### config.mk
export PLATFORM = sky130hd
export DESIGN_NAME = posit_accum_8
export DESIGN_NICKNAME = d
export VERILOG_FILES = /design/src/rtl/posit_accum_8.sv
export SDC_FILE = /design/constraint.sdc
export NUM_CORES = 1
export LEC_CHECK = 0
export BUFFER_PORTS_ARGS = -buffer_cell sky130_fd_sc_hd__clkbuf_2
export CELL_PAD_IN_SITES_DETAIL_PLACEMENT = 1
export CELL_PAD_IN_SITES_GLOBAL_PLACEMENT = 2
export CORE_MARGIN = 2
export CORE_UTILIZATION = 35
export CTS_BUF_LIST = sky130_fd_sc_hd__clkbuf_16
export DETAILED_ROUTE_END_ITERATION = 10
export PLACE_DENSITY = 0.82
export SYNTH_ARGS = -nofsm -noshare
export SYNTH_HDL_FRONTEND = slang
export SYNTH_SLANG_ARGS = --single-unit
export TNS_END_PERCENT = 1
### constraint.sdc
create_clock -name clk -period 17.6 [get_ports clk]
set_clock_uncertainty 0.1 [all_clocks]
set_input_delay 0.88 -clock clk [delete_from_list [all_inputs] [get_ports clk]]
set_output_delay 0.88 -clock clk [all_outputs]
set_load 0.005 [all_outputs]
### src/rtl/posit_accum_8.sv
// Streaming posit accumulator: sums batches of 8 posit operands in an extended
// float accumulator and rounds once to an N-bit posit at the end of each batch.
module posit_accum_8 #(
  parameter int N  = 32,
  parameter int es = 2
) (
  input  logic         clk,
  input  logic         rst,
  input  logic         start,
  input  logic [N-1:0] in,
  output logic [N-1:0] result,
  output logic         inf,
  output logic         zero,
  output logic         done
);

  localparam int SW   = 10;                     // signed scale width
  localparam int MW   = N + 1 - es;             // hidden + fraction + 3 guard bits
  localparam int WW   = 2 * N + 8;              // encode staging width
  localparam int PADP = WW - 2 - es - (MW - 1);
  localparam int PADN = WW - 1 - es - (MW - 1);
  localparam logic signed [SW-1:0] MAX_SCALE = SW'((N - 2) * (1 << es));
  localparam logic signed [SW-1:0] MIN_SCALE = -MAX_SCALE;

  typedef enum logic [1:0] {IDLE, ACC, DRAIN, ENC} state_t;

  state_t                state_reg;
  logic [2:0]            count_reg;
  logic [N-1:0]          op_reg;
  logic                  op_valid_reg;
  logic                  nar_reg;
  logic                  acc_sign_reg, acc_sign_next;
  logic signed [SW-1:0]  acc_scale_reg, acc_scale_next;
  logic [MW-1:0]         acc_mag_reg, acc_mag_next;
  logic                  acc_sticky_reg, acc_sticky_next;
  logic [N-1:0]          result_reg;
  logic                  inf_reg, zero_reg, done_reg;

  function automatic logic [6:0] lzc_body(input logic [N-2:0] v);
    logic [6:0] r;
    r = 7'(N - 1);
    for (int i = 0; i < N - 1; i++)
      if (v[i]) r = 7'(N - 2 - i);
    return r;
  endfunction

  function automatic logic [6:0] lzc_mag(input logic [MW-1:0] v);
    logic [6:0] r;
    r = 7'(MW);
    for (int i = 0; i < MW; i++)
      if (v[i]) r = 7'(MW - 1 - i);
    return r;
  endfunction

  // Operand decode: regime run gives k, then es exponent bits, then fraction.
  logic                 op_sign, op_is_zero, op_is_nar;
  logic [N-2:0]         op_body, op_run, op_rem;
  logic [6:0]           op_m;
  logic signed [SW-1:0] op_k, op_scale;
  logic [MW-1:0]        op_mag;

  always_comb begin
    op_is_zero = (op_reg == '0);
    op_is_nar  = (op_reg == {1'b1, {(N-1){1'b0}}});
    op_sign    = op_reg[N-1];
    op_body    = op_sign ? (~op_reg[N-2:0] + (N-1)'(1)) : op_reg[N-2:0];
    op_run     = op_body[N-2] ? ~op_body : op_body;
    op_m       = lzc_body(op_run);
    op_k       = op_body[N-2] ? ($signed(SW'(op_m)) - SW'(1)) : -$signed(SW'(op_m));
    op_rem     = op_body << (op_m + 7'd1);
    op_scale   = (op_k <<< es) + $signed(SW'(op_rem[N-2 -: es]));
    // The two lowest remainder bits are always zero, so they land in the guard field.
    op_mag     = {1'b1, op_rem[N-2-es:0], 1'b0};
  end

  // Accumulate: align the smaller-scale term, add/subtract, renormalise.
  logic                 acc_big, big_sign, same_sign, lost;
  logic signed [SW-1:0] big_scale, small_scale;
  logic [MW-1:0]        big_mag, small_mag, small_al;
  logic [SW-1:0]        shift_d;
  logic [6:0]           shift_c, sum_lz;
  logic [2*MW-1:0]      align;
  logic [MW:0]          sum;

  always_comb begin
    acc_big     = (acc_scale_reg > op_scale) ||
                  ((acc_scale_reg == op_scale) && (acc_mag_reg >= op_mag));
    big_sign    = acc_big ? acc_sign_reg  : op_sign;
    big_scale   = acc_big ? acc_scale_reg : op_scale;
    small_scale = acc_big ? op_scale      : acc_scale_reg;
    big_mag     = acc_big ? acc_mag_reg   : op_mag;
    small_mag   = acc_big ? op_mag        : acc_mag_reg;
    same_sign   = (acc_sign_reg == op_sign);
    shift_d     = big_scale - small_scale;
    shift_c     = (shift_d > SW'(MW)) ? 7'(MW) : shift_d[6:0];
    align       = {small_mag, {MW{1'b0}}} >> shift_c;
    small_al    = align[2*MW-1:MW];
    lost        = |align[MW-1:0];
    sum         = same_sign ? ({1'b0, big_mag} + {1'b0, small_al})
                            : ({1'b0, big_mag} - {1'b0, small_al});
    sum_lz      = lzc_mag(sum[MW-1:0]);

    acc_sign_next   = acc_sign_reg;
    acc_scale_next  = acc_scale_reg;
    acc_mag_next    = acc_mag_reg;
    acc_sticky_next = acc_sticky_reg;
    if (op_valid_reg && !op_is_zero && !op_is_nar) begin
      if (acc_mag_reg == '0) begin
        acc_sign_next   = op_sign;
        acc_scale_next  = op_scale;
        acc_mag_next    = op_mag;
        acc_sticky_next = 1'b0;
      end else if (sum[MW]) begin
        acc_sign_next   = big_sign;
        acc_scale_next  = big_scale + SW'(1);
        acc_mag_next    = sum[MW:1];
        acc_sticky_next = acc_sticky_reg | lost | sum[0];
      end else if (sum[MW-1:0] == '0) begin
        acc_sign_next   = 1'b0;
        acc_scale_next  = '0;
        acc_mag_next    = '0;
        acc_sticky_next = 1'b0;
      end else begin
        acc_sign_next   = big_sign;
        acc_scale_next  = big_scale - $signed(SW'(sum_lz));
        acc_mag_next    = sum[MW-1:0] << sum_lz;
        acc_sticky_next = acc_sticky_reg | lost;
      end
    end
  end

  // Encode: lay out regime/exponent/fraction as a bit string, then round RNE.
  logic signed [SW-1:0] enc_k, enc_nk;
  logic [es-1:0]        enc_e;
  logic [WW-1:0]        enc_w;
  logic [N-2:0]         enc_p, enc_body;
  logic                 enc_g, enc_st, enc_up;
  logic [N-1:0]         enc_pr, enc_word;

  always_comb begin
    enc_k  = acc_scale_reg >>> es;
    enc_nk = -enc_k;
    enc_e  = acc_scale_reg[es-1:0];
    if (!enc_k[SW-1])
      enc_w = $signed({2'b10, enc_e, acc_mag_reg[MW-2:0], {PADP{1'b0}}}) >>> enc_k;
    else
      enc_w = {1'b1, enc_e, acc_mag_reg[MW-2:0], {PADN{1'b0}}} >> enc_nk;
    enc_p  = enc_w[WW-1 -: N-1];
    enc_g  = enc_w[WW-N];
    enc_st = (|enc_w[WW-N-1:0]) | acc_sticky_reg;
    enc_up = enc_g & (enc_st | enc_p[0]);
    enc_pr = {1'b0, enc_p} + N'(enc_up);
    enc_body = enc_pr[N-1] ? '1 : enc_pr[N-2:0];
    if (acc_scale_reg > MAX_SCALE)      enc_body = '1;
    else if (acc_scale_reg < MIN_SCALE) enc_body = (N-1)'(1);
    else if (enc_body == '0)            enc_body = (N-1)'(1);
    if (acc_mag_reg == '0)
      enc_word = '0;
    else
      enc_word = acc_sign_reg ? (~{1'b0, enc_body} + N'(1)) : {1'b0, enc_body};
  end

  always_ff @(posedge clk or negedge rst) begin
    if (!rst) begin
      state_reg      <= IDLE;
      count_reg      <= '0;
      op_reg         <= '0;
      op_valid_reg   <= 1'b0;
      nar_reg        <= 1'b0;
      acc_sign_reg   <= 1'b0;
      acc_scale_reg  <= '0;
      acc_mag_reg    <= '0;
      acc_sticky_reg <= 1'b0;
      result_reg     <= '0;
      inf_reg        <= 1'b0;
      zero_reg       <= 1'b1;
      done_reg       <= 1'b0;
    end else begin
      done_reg       <= 1'b0;
      acc_sign_reg   <= acc_sign_next;
      acc_scale_reg  <= acc_scale_next;
      acc_mag_reg    <= acc_mag_next;
      acc_sticky_reg <= acc_sticky_next;
      if (op_valid_reg && op_is_nar) nar_reg <= 1'b1;
      case (state_reg)
        IDLE: if (start) begin
          op_reg       <= in;
          op_valid_reg <= 1'b1;
          count_reg    <= 3'd1;
          state_reg    <= ACC;
        end
        ACC: begin
          op_reg       <= in;
          op_valid_reg <= 1'b1;
          count_reg    <= count_reg + 3'd1;
          if (count_reg == 3'd7) state_reg <= DRAIN;
        end
        // The last captured term is added on this edge.
        DRAIN: begin
          op_valid_reg <= 1'b0;
          state_reg    <= ENC;
        end
        ENC: begin
          result_reg     <= nar_reg ? {1'b1, {(N-1){1'b0}}} : enc_word;
          inf_reg        <= nar_reg;
          zero_reg       <= !nar_reg && (enc_word == '0);
          done_reg       <= 1'b1;
          nar_reg        <= 1'b0;
          acc_sign_reg   <= 1'b0;
          acc_scale_reg  <= '0;
          acc_mag_reg    <= '0;
          acc_sticky_reg <= 1'b0;
          count_reg      <= '0;
          state_reg      <= IDLE;
        end
        default: state_reg <= IDLE;
      endcase
    end
  end

  assign result = result_reg;
  assign inf    = inf_reg;
  assign zero   = zero_reg;
  assign done   = done_reg;

endmodule

[Yosys cells after proc, flatten, opt, wreduce, memory -nomap -nowiden]
Cells that the tools add are included.
Storage, ports and cells
  register bits after elaboration: 117
  input bits: 35
  output and inout port bits: 35
  logic and storage cells: 192
Cells by class
  add/sub/neg operators: 14
  order comparisons: 5
  equality and inequality tests: 9
  shift operators: 5
  multiplexer cells: 112
  bitwise gates (word level): 8
  reduce and logical (&&, ||, !) cells: 26
Operators with widths (count)
  $mux 7: 58
  $mux 31: 13
  $mux 32: 5
  $logic_not 31->1: 3
  $mux 72: 1
  $shr 72x10->72: 1
  $sshr 72x10->72: 1
  $mux 10: 7
  $logic_not 32->1: 2
  $pmux 32 s2: 1
  $not 31->31: 2
  $shl 31x7->31: 2
  $shr 62x7->62: 1
  $reduce_or 40->1: 1
  $add 31x1->32: 1
  $add 31x31->32: 1
  $add 32x1->32 const B: 1
  $eq 32x32->1 const B: 1
  $not 31->32: 1
  $sub 31x31->32: 1
  $add 31x1->31 const B: 1
  $ge 31x31->1: 1
  $reduce_or 31->1: 1
  $mux 1: 17
  other kinds (34): 55

[Longest topological paths before layout]
  depth in word-level cells: 86
  depth in mapped cells: 97
  gate-level depth less buffers: 82

[Worst setup path before layout]
Ideal clock, no wire load.
  path type: register to register
  start point: reg op_reg[0]
  end point: reg acc_scale_reg[8]
  library setup time: 143 ps
  data arrival time: 18157 ps
  required time: 17357 ps
  setup slack: -801 ps
  stages on the path, launching flop included: 89
  path buffers: 19
  period minus slack after synthesis: 18401 ps
  cell sequence: dfrtp_1 clkbuf_1 inv_1 ha_1 clkbuf_1 nor2b_1 nand4_1 or3_1 o221a_1 or4_1 a21o_1 nand4_1 buf_2 o21ai_2 inv_2 buf_4 clkbuf_1 clkbuf_1 [53 not listed] a21o_1 clkbuf_1 nand2_1 nand2_1 inv_1 ha_1 inv_1 fa_1 a21o_1 a21oi_1 nor2b_1 nor3_1 nand2_1 nor2_1 xor2_1 nor2_1 mux2i_1 o221ai_1
Between the ends
  longest elaborated chain between the ends: 86
  elaborated cells on any way between the ends: 104
  classes of those cells: add/sub: 10; order compare: 3; eq/ne: 2; shift: 2; mux: 76; bitwise: 2; reduce/logical: 9
Ends and longest elaborated chain
  start: declaration: RTL line 29  | logic [N-1:0] op_reg;
  start signal: assignment: RTL line 187  | op_reg <= in;
  start signal: assignment: RTL line 193  | op_reg <= in;
  parallel branches: the longest is 86 deep, another holds $add 31x1->31
  end signal: assignment: RTL line 181  | acc_scale_reg <= acc_scale_next;
  end: declaration: RTL line 33  | logic signed [SW-1:0] acc_scale_reg, acc_scale_next;
Parallel ways; which one is timed is not known. The select of a mux whose other input is x is not followed.
A chain may end at the register's enable or synchronous reset.

[Worst setup path in the final report]
  start point: reg op_reg[8]
  end point: reg acc_mag_reg[18]
Between the ends
  longest elaborated chain between the ends: 85
  elaborated cells on any way between the ends: 103
  classes of those cells: add/sub: 8; order compare: 3; eq/ne: 2; shift: 3; mux: 76; bitwise: 2; reduce/logical: 9
Ends and longest elaborated chain
  parallel branches: the longest is 85 deep, another holds $add 31x1->31
  end signal: assignment: RTL line 182  | acc_mag_reg <= acc_mag_next;
  end: declaration: RTL line 34  | logic [MW-1:0] acc_mag_reg, acc_mag_next;
Parallel ways; which one is timed is not known. The select of a mux whose other input is x is not followed.

==> qor.txt <==
Status: finished, violations left
Failing checks: design-rule violations
Antenna-violating nets left: 0
CTS Buffer Depth: 2
Area of the multi-input gates: 24440 µm²
Worst min-delay path class: in2async
Total GRT Usage: 34.35%
Clock slew at reported path FFs: 0.08 ns
Mux cell area share after synthesis: 14.62%
Critical Path AT: 17.10 ns
Met2 Use GR: 53.48%
Crit path max fanout: 19
Fillcell total: 10090
Min Clock Period, post-route: 16.82 ns
Initial Util: 35.40%
Vias per cell: 6.778
Fin. max-slew vios: 0
Max Cap Violations: 0
Fin crit share: 95.55%
Layout Nets: 4208
Xor/xnor share of the synthesized area: 6.112%
WL final: 148200 µm
Main synth FF type: dfrtp_1
H-Tree Level Count: 4
Most used cell, CP: buf_4
Chip Height: 289.7 µm
#FFs+latches synth: 117
Simple-gate share of the synthesized area: 24.77%
Final hold vios: 0
GP Congestion: 1.012
Cells after Synth: 4017
Num Clock Sinks: 117
Routed WL per cell: 28.77 µm
Required @ worst endpoint: 17.88 ns
Mapped Area: 28560 µm²
CTS Buf Count: 17
Met1 usage: 45.69%
Vias: 34930
Seq/Total Area, Yosys: 10.26%
Synth Area in Adders: 4.215%
Seq. cell area: 2937 µm²
Post-synth EDFFs: 0
Share of layout cells above drive strength 1: 18.14%
Most common cell after layout, fill and taps aside: nand2_1
Worst Setup Start Kind: flip-flop
Post-synthesis async set-or-reset flop share: 100.0%
Largest net degree at the start of global routing: 71
CTS tree: yes
Synth cell types: 121
Vias in the first global route: 33860
Final setup fails: 0
CTS root buf: clkbuf_16
Syn avg cell area: 7.109 µm²
Post-synth net total: 4147
Core Box Area: 80680 µm²
Remaining DRCs: 1
I/O pin cnt: 70
Gr busiest metal: met2
Drt first pass iters: 11
Met3 Resource Use GR: 5.557%
Clk_lat worst skew: 0.50 ns
Die ar.: 83900 µm²
Compound-Gate Fraction of Synth Area: 33.43%
GRT overflow: 0
Largest family of logic cells by synthesized area: compound AO/OA/AOI/OAI gates
Max Clk Rate: 59.46 MHz
First-pass GRT wire length: 220900 µm
Critical path class: reg2reg
Crit end category: flip-flop
DP Wirelength: 113100 µm
Slowest CP cell: a221oi_4
DRT iter0 DRCs: 3820
Num rows: 104
Port Buffer Count: 69
Rel. slew slack: 2.490%
Worst-Margin Slew: 1.451 ns
Synth warnings: 0
Worst path max stage delay: 0.73 ns
Commonest cells after routing, fill and taps aside: nand2_1, nor2_1, buf_4
Setup TNS: 0 ns
Die X-Extent: 289.7 µm
Initial antenna violation count: 2
Synth-to-Final Area Change: 13.97%
## repair_timing
action                                  CTS  global route
hold buffers                              0             0
gates resized for setup                   7           105
pin swaps                                 0            29
setup buffers                             2            36
gates cloned                              0             0
endpoints found under the setup margin    8            43
## cell families (layout without fill, tap and decap cells)
kind of cell | count (synthesis) | in the layout
other | 0 | 2
multiplexers | 332 | 332
flip-flops | 117 | 117
XOR/XNOR | 195 | 195
AO/OA/AOI/OAI | 1379 | 1379
AND/OR/NAND/NOR | 1459 | 1459
adder cells (fa/ha/maj) | 95 | 95
buffers and inverters | 440 | 514
## final cells by class
cell class                 instances  share of cell area, %
clock inverter                    15                 0.6227
inverter                          91                  1.084
tap                             1060                  4.075
timing repair buffer             391                  8.799
clock buffer                      17                  1.307
multi-input combinational       3460                  75.07
antenna                            2                0.01538
sequential                       117                  9.022
## cell usage after synthesis (all sizes together), types with 79 or more instances
cell / n / share of area (%)
nor3: 139 / 2.5
inv: 88 / 1.2
mux2i: 193 / 6.8
buf: 111 / 2.2
o21ai: 277 / 4.9
dfrtp: 116 / 10
nand2: 438 / 5.8
clkbuf: 234 / 3.1
xnor2: 124 / 3.9
nor2: 375 / 4.9
a21oi: 300 / 5.3
ha: 93 / 4.1
mux2: 79 / 3.1
nand3: 115 / 2.0
## final timing paths
| kind | start | to | slack, ns | depth (start not counted) |
|---|---|---|---|---|
| setup / recovery | op_reg[8]$_DFFE_PN0P_ | acc_mag_reg[18]$_DFFE_PN0P_ | 0.78 | 70 |
| hold / removal | rst | count_reg[1]$_DFFE_PN0P_ | 0.26 | 1 |
| setup reg to reg | op_reg[8]$_DFFE_PN0P_ | acc_mag_reg[18]$_DFFE_PN0P_ | 0.78 | 70 |
| hold reg to reg | result[7]$_DFFE_PN0P_ | result[7]$_DFFE_PN0P_ | 0.39 | 1 |
| max in group asynchronous | rst | acc_scale_reg[2]$_DFFE_PN0P_ | 15.60 | 2 |
| min in group clk | result[7]$_DFFE_PN0P_ | result[7]$_DFFE_PN0P_ | 0.39 | 1 |
## critical path: cells and delay by family (launching register included)
family,cells,cell delay [ns]
and+or+nand+nor,18,3.89
buffers and inverters,12,2.26
muxes,1,0.36
DFF,1,0.48
xor gates and xnor gates,4,0.87
AOI/OAI and AO/OA,33,8.10
adders and majority gates,2,0.58
## metrics by stage
stage | cell area (µm²) | std cells | utilization, % | setup slack (ns) | hold WS (ns)
5_1_grt | 32540 | 5151 | 40.34 | -0.1246 | 0.2857
3_5_place_dp | 31050 | 5081 | 38.48 | -0.3280 | 0.3687
2_1_floorplan | 28600 | 4017 | - | 0.03523 | 0.3538
3_3_place_gp | 31050 | 5081 | 38.48 | 0.1746 | 0.3682
6_report | 32550 | 5153 | 40.34 | 0.7824 | 0.2605
4_1_cts | 31730 | 5115 | 39.33 | 0.01035 | 0.2556
## per-layer routing
metal / wire, µm / vias up
met4: 8359 / 2
met3: 11860 / 421
met1: 62320 / 17330
li1: - / 15450
met5: 7 / -
met2: 65690 / 1718
Power is left out: the tool's default activity adds up to more than one toggle a clock period on the data nets, which glitch-free logic cannot reach.
